===== src/rtl/mem_arbiter_pkg.sv =====
// mem_arb_pkg: shared FSM states, access-size encodings and defaults for mem_arbiter
package mem_arb_pkg;
    typedef enum logic [2:0] {IDLE, BUSY_I, BUSY_D, RESP_I, RESP_D} arb_state_t;
    localparam logic [1:0] SZ_WORD = 2'b00;
    localparam logic [1:0] SZ_HALF = 2'b01;
    localparam logic [1:0] SZ_BYTE = 2'b10;
    localparam logic [1:0] SZ_RSVD = 2'b11;
    localparam int STARVE_LIMIT_DEF = 4;
endpackage


===== src/rtl/mem_arbiter_be_gen.sv =====
// be_gen: store byte enables, lane replication of store data and alignment check
module be_gen
    import mem_arb_pkg::*;
#(
    parameter int DW = 32
) (
    input  logic [1:0]    size,
    input  logic [1:0]    addr,
    input  logic [DW-1:0] wdata,
    output logic [3:0]    be,
    output logic [DW-1:0] wdata_rep,
    output logic          misalign
);
    always_comb begin
        be        = size == SZ_BYTE ? 4'b0001 << addr : size == SZ_HALF ? 4'b0011 << addr : 4'b1111;
        wdata_rep = size == SZ_BYTE ? {(DW/8){wdata[7:0]}} : size == SZ_HALF ? {(DW/16){wdata[15:0]}} : wdata;
        misalign  = size == SZ_RSVD || (size == SZ_HALF && addr[0]) || (size == SZ_WORD && addr != 2'b00);
    end
endmodule


===== src/rtl/mem_arbiter.sv =====
// mem_arbiter: shares one single-ported memory between fetch and data ports,
// data first, with a starvation guard that forces a fetch after STARVE_LIMIT data grants
module mem_arbiter
    import mem_arb_pkg::*;
#(
    parameter int STARVE_LIMIT = STARVE_LIMIT_DEF,
    parameter int AW = 32,
    parameter int DW = 32
) (
    input  logic          clk,
    input  logic          reset,
    input  logic          i_req,
    input  logic [AW-1:0] i_addr,
    output logic [DW-1:0] i_rdata,
    output logic          i_ready,
    input  logic          d_req,
    input  logic          d_we,
    input  logic [1:0]    d_size,
    input  logic [AW-1:0] d_addr,
    input  logic [DW-1:0] d_wdata,
    output logic [DW-1:0] d_rdata,
    output logic          d_ready,
    output logic          d_err,
    output logic          m_req,
    output logic          m_we,
    output logic [AW-1:0] m_addr,
    output logic [DW-1:0] m_wdata,
    output logic [3:0]    m_be,
    input  logic [DW-1:0] m_rdata,
    input  logic          m_ack,
    output logic          stall_if,
    output logic          stall_mem
);
    localparam int CW = $clog2(STARVE_LIMIT + 1);
    arb_state_t    state;
    logic [CW-1:0] starve_cnt;
    logic          t_we, err, misalign, d_win;
    logic [AW-1:0] t_addr;
    logic [DW-1:0] t_wdata, resp, wdata_rep;
    logic [3:0]    t_be, be;
    be_gen #(.DW(DW)) u_be_gen (
        .size(d_size), .addr(d_addr[1:0]), .wdata(d_wdata),
        .be(be), .wdata_rep(wdata_rep), .misalign(misalign)
    );
    assign d_win = d_req && starve_cnt < CW'(STARVE_LIMIT);
    always_ff @(posedge clk or posedge reset) begin
        if (reset) begin
            state      <= IDLE;
            starve_cnt <= '0;
            t_we       <= 1'b0;
            t_addr     <= '0;
            t_wdata    <= '0;
            t_be       <= '0;
            resp       <= '0;
            err        <= 1'b0;
        end else begin
            case (state)
                IDLE: begin
                    if (d_win) begin
                        t_we    <= d_we;
                        t_addr  <= d_addr & ~AW'(3);
                        t_wdata <= wdata_rep;
                        t_be    <= d_we ? be : 4'b1111;
                        err     <= misalign;
                        resp    <= '0;
                        state   <= misalign ? RESP_D : BUSY_D;
                    end else if (i_req) begin
                        t_we    <= 1'b0;
                        t_addr  <= i_addr & ~AW'(3);
                        t_wdata <= '0;
                        t_be    <= 4'b1111;
                        err     <= 1'b0;
                        state   <= BUSY_I;
                    end
                    // d_win already implies the count is below the limit, so +1 saturates naturally
                    starve_cnt <= d_win && i_req ? starve_cnt + 1'b1 : '0;
                end
                BUSY_I, BUSY_D: begin
                    if (m_ack) begin
                        resp  <= m_rdata;
                        state <= state == BUSY_I ? RESP_I : RESP_D;
                    end
                end
                default: state <= IDLE;
            endcase
        end
    end
    assign m_req     = state == BUSY_I || state == BUSY_D;
    assign m_we      = m_req & t_we;
    assign m_addr    = t_addr;
    assign m_wdata   = t_wdata;
    assign m_be      = t_be;
    assign i_ready   = state == RESP_I;
    assign d_ready   = state == RESP_D;
    assign d_err     = d_ready & err;
    assign i_rdata   = resp;
    assign d_rdata   = resp;
    assign stall_if  = i_req & ~i_ready;
    assign stall_mem = d_req & ~d_ready;
endmodule


===== config.mk =====
export PLATFORM = sky130hd
export DESIGN_NAME = mem_arbiter
export DESIGN_NICKNAME = d
export VERILOG_FILES = /design/src/rtl/mem_arbiter_pkg.sv /design/src/rtl/mem_arbiter_be_gen.sv /design/src/rtl/mem_arbiter.sv
export SDC_FILE = /design/constraint.sdc
export NUM_CORES = 1
export LEC_CHECK = 0
export ABC_AREA = 1
export CORE_MARGIN = 1
export CORE_UTILIZATION = 35
export CTS_BUF_LIST = sky130_fd_sc_hd__clkbuf_8
export CTS_CLUSTER_SIZE = 10
export DETAILED_ROUTE_END_ITERATION = 10
export PLACE_DENSITY = 0.78
export SYNTH_ARGS = -nofsm -noshare
export SYNTH_HDL_FRONTEND = slang
export SYNTH_SLANG_ARGS = --single-unit

===== constraint.sdc =====
create_clock -name clk -period 4.2 [get_ports clk]
set_clock_uncertainty 0.2 [all_clocks]
set_input_delay 0.42 -clock clk [delete_from_list [all_inputs] [get_ports clk]]
set_output_delay 0.42 -clock clk [all_outputs]
set_load 0.1 [all_outputs]

==> results <==
- The run finished with clean final reports.
- The worst hold path belongs to the class reg2reg.
- Cells with a size suffix above 1 make up 4.75% of the layout.
- Summing the sequential cell areas from Yosys gives 48.3% of the chip area.
- Adding up every negative setup slack in the final design gives 0 ps.
- The iteration-0 DRC count of the detailed router is 315.
- In this run the post-CTS setup repair buffer count came out at 0.
- The final wirelength is 16700 um.
- The library cell used as clock root buffer is sky130_fd_sc_hd__clkbuf_8.
- Broken down by cell family, the worst path's largest delay share belongs to buffers and inverters.
- The number of global-route vias before repair is 5011.
- The critical path's largest stage delay is 1220 ps.
- The repair_antennas step left the layout with diodes totalling 0.
- The worst setup path category is reg2out.
- In the final routed layout, each cell accounts on average for 14.5 um.
- The element type at the critical path start is a flop.
- The pre-antenna-repair detailed-routing pass consisted of 4 iterations.
- The number of design rule violations left after detail routing is 0.
- The number of nets in the layout is 1084.
- The floorplan has 45 rows.
- The number of max-capacitance violations reported is 0.
- The longest clock path from root to sink contains 2 buffers.
- In the routed layout, each cell is associated on average with a via count of 4.60.
- The via count is 5330.
- The number of CTS-inserted buffers is 9.
- The peak clock frequency supported by timing is 0.331 GHz.
- The transition at the pin with the smallest max-transition slack is 1030 ps.
- The mean post-synth cell area is 7.58 um^2.
- The tree built by TritonCTS fans out to 106 sinks.
- The final critical path takes up 72.0% of the cycle.
- The global-route wire length before repair is 26200 um.
- Setup repair after global routing left no endpoint under its margin.
- The post-layout minimum cycle time is 3030 ps.
- In this run the count of I/O pins placed on the die edge is 275.
- TritonCTS built the clock tree.
- The top fanout value on the critical path is 7.
- The top cell type's share of synthesized area is 48.3%.
- The layout has 1398 filler cells.
- The die is 127 um wide.
- The starting density of the core is 36.0%.
- The number of hold buffers added after CTS was 0.
- Data on the critical path is required at its endpoint by 3580 ps.
- The pin count of the biggest net entering global routing is 107.
- Yosys printed 0 warnings.
- The critical path capture point type is an output port.
- The die covers 0.0162 mm^2.
- The initial antenna violation count is 0.
- Port buffering added 270 buffers.
- The synthesized flop and latch total is 106.
- The area growth from synthesis to layout is 51.8%.
- The library cell used most frequently in the layout, excluding fill and tap cells, is sky130_fd_sc_hd__nand2_1.
- The final hold violation count is 0.
- Ranked by total cell area, the synthesized netlist is headed by sky130_fd_sc_hd__dfrtp_1, sky130_fd_sc_hd__nand2_1, sky130_fd_sc_hd__buf_4, sky130_fd_sc_hd__a21boi_0, sky130_fd_sc_hd__nand3_1.
- The synthesized netlist cell count is 724.
- At the later pin of the worst-skew pair, clock insertion delay measures 360 ps.
- Yosys mapped the design onto 28 distinct sky130hd cell types.
- The routability-driven placement congestion ratio is 0.839.
- Once detail routing completed, the nets flagged for antenna violations numbered 0.
- The top cell types in the final layout, fill and taps aside, are sky130_fd_sc_hd__nand2_1, sky130_fd_sc_hd__clkdlybuf4s50_1, sky130_fd_sc_hd__dfrtp_1.
- Measured along the y axis, the die boundary spans 127 um.
- In the global route stage, overall resource usage came out at 20.5%.
- The core footprint is 0.0153 mm^2.
- The H-tree was split into 3 levels.
- The netlist area before placement is 0.00549 mm^2.
- The max-slew violation count is 0.
- Setup violations remaining at the end of the flow were counted as 0.
- The total overflow left after global routing is 0.
- The signal on the critical path passes through inv_2, nor3_2, clkdlybuf4s50_1.
- The number of buffer and inverter stages on the critical path is 2.
- After legalization and detailed placement, the total HPWL measured 11800 um.
- Data arrives at the worst endpoint at 2410 ps.
- The biggest area contributor in the post-synthesis netlist is sky130_fd_sc_hd__dfrtp_1.
- Across all register-to-register paths, the minimum setup slack is 1470 ps.
- The slowest cell on the critical path is sky130_fd_sc_hd__clkdlybuf4s50_1.
- Clock-pin slew was measured on the worst setup and hold paths at 100 ps.
- In this run the tightest slew margin relative to its limit is 31.1%.
- Gates resized during post-CTS repair numbered 0.
==> registers in the layout, summed over array words and instances (netlist names) <==
name        count
m_addr         30
m_be            4
err             1
starve_cnt      3
t_we            1
state           3
m_wdata        32
d_rdata        32
==> stage by stage <==
| stage | util, % | hold WS (ps) | setup slack [ps] | area [um^2] | instances |
|---|---|---|---|---|---|
| after floorplan | - | 253 | 191 | 5510 | 725 |
| after global placement | 53.1 | 255 | 1060 | 8100 | 1143 |
| after detailed placement | 53.1 | 261 | 1030 | 8100 | 1143 |
| after CTS | 54.6 | 285 | 1130 | 8330 | 1158 |
| after global routing | 54.6 | 303 | 1050 | 8330 | 1158 |
| final | 54.6 | 282 | 1170 | 8330 | 1158 |
==> metal layers <==
layer / share of wire (%) / global-route usage (%) / up-vias
met2: 48 / 34.7 / 164
met1: 44 / 25.7 / 2460
met4: 2.5 / 7.84 / 0
met5: 0 / 0 / -
met3: 6.1 / 4.40 / 30
li1: - / - / 2676
==> worst min-delay path, stage by stage (launching register included) <==
cell and delay [ps]:
sky130_fd_sc_hd__dfrtp_1 350, sky130_fd_sc_hd__nand2_1 50, sky130_fd_sc_hd__nand2_1 50
==> kinds of logic (layout without fill, tap and decap cells) <==
group / after synthesis / in the layout / share of synthesized area (%)
compound gates: 67 / 67 / 8.04
fa+ha+maj: 5 / 5 / 1.14
buf+inv: 98 / 320 / 9.80
flops: 106 / 106 / 48.3
mux: 1 / 1 / 0.182
other cells: 1 / 2 / 0.0683
simple gates: 446 / 446 / 32.5
==> path summary, 6_finish.rpt <==
check,endpoint,from,cells after the start
worst max-delay path,i_ready,state[1],3
worst min-delay path,m_wdata[13],m_wdata[13],2
worst max register to register,d_rdata[26],state[1],8
worst min register to register,m_wdata[13],m_wdata[13],2
max in group asynchronous,m_addr[10],reset,3
min in group asynchronous,m_addr[22],reset,3
==> cells in the mapped netlist (all sizes together) <==
| library cell | n |
|---|---|
| nor4 | 1 |
| conb | 1 |
| nor2 | 18 |
| ha | 5 |
| nor3 | 2 |
| clkbuf | 13 |
| inv | 29 |
| mux2i | 1 |
| o211ai | 8 |
| buf | 56 |
| dfrtp | 106 |
| o22ai | 5 |
| nand3 | 47 |
| and2 | 1 |
| nand4 | 2 |
| nand2 | 375 |
| a21oi | 7 |
| o21ai | 15 |
| a21boi | 32 |
==> final cells by class <==
class | count | area, um^2 | area share, %
clock buffers | 9 | 124 | 1.49
repair buffers | 276 | 2750 | 33.0
flip-flops and latches | 106 | 2650 | 31.8
clock inverters | 6 | 115 | 1.38
well taps | 211 | 264 | 3.17
inverters | 29 | 111 | 1.34
multi-input cells | 521 | 2320 | 27.8
Power is left out: the tool's default activity adds up to more than one toggle a clock period on the data nets, which glitch-free logic cannot reach.
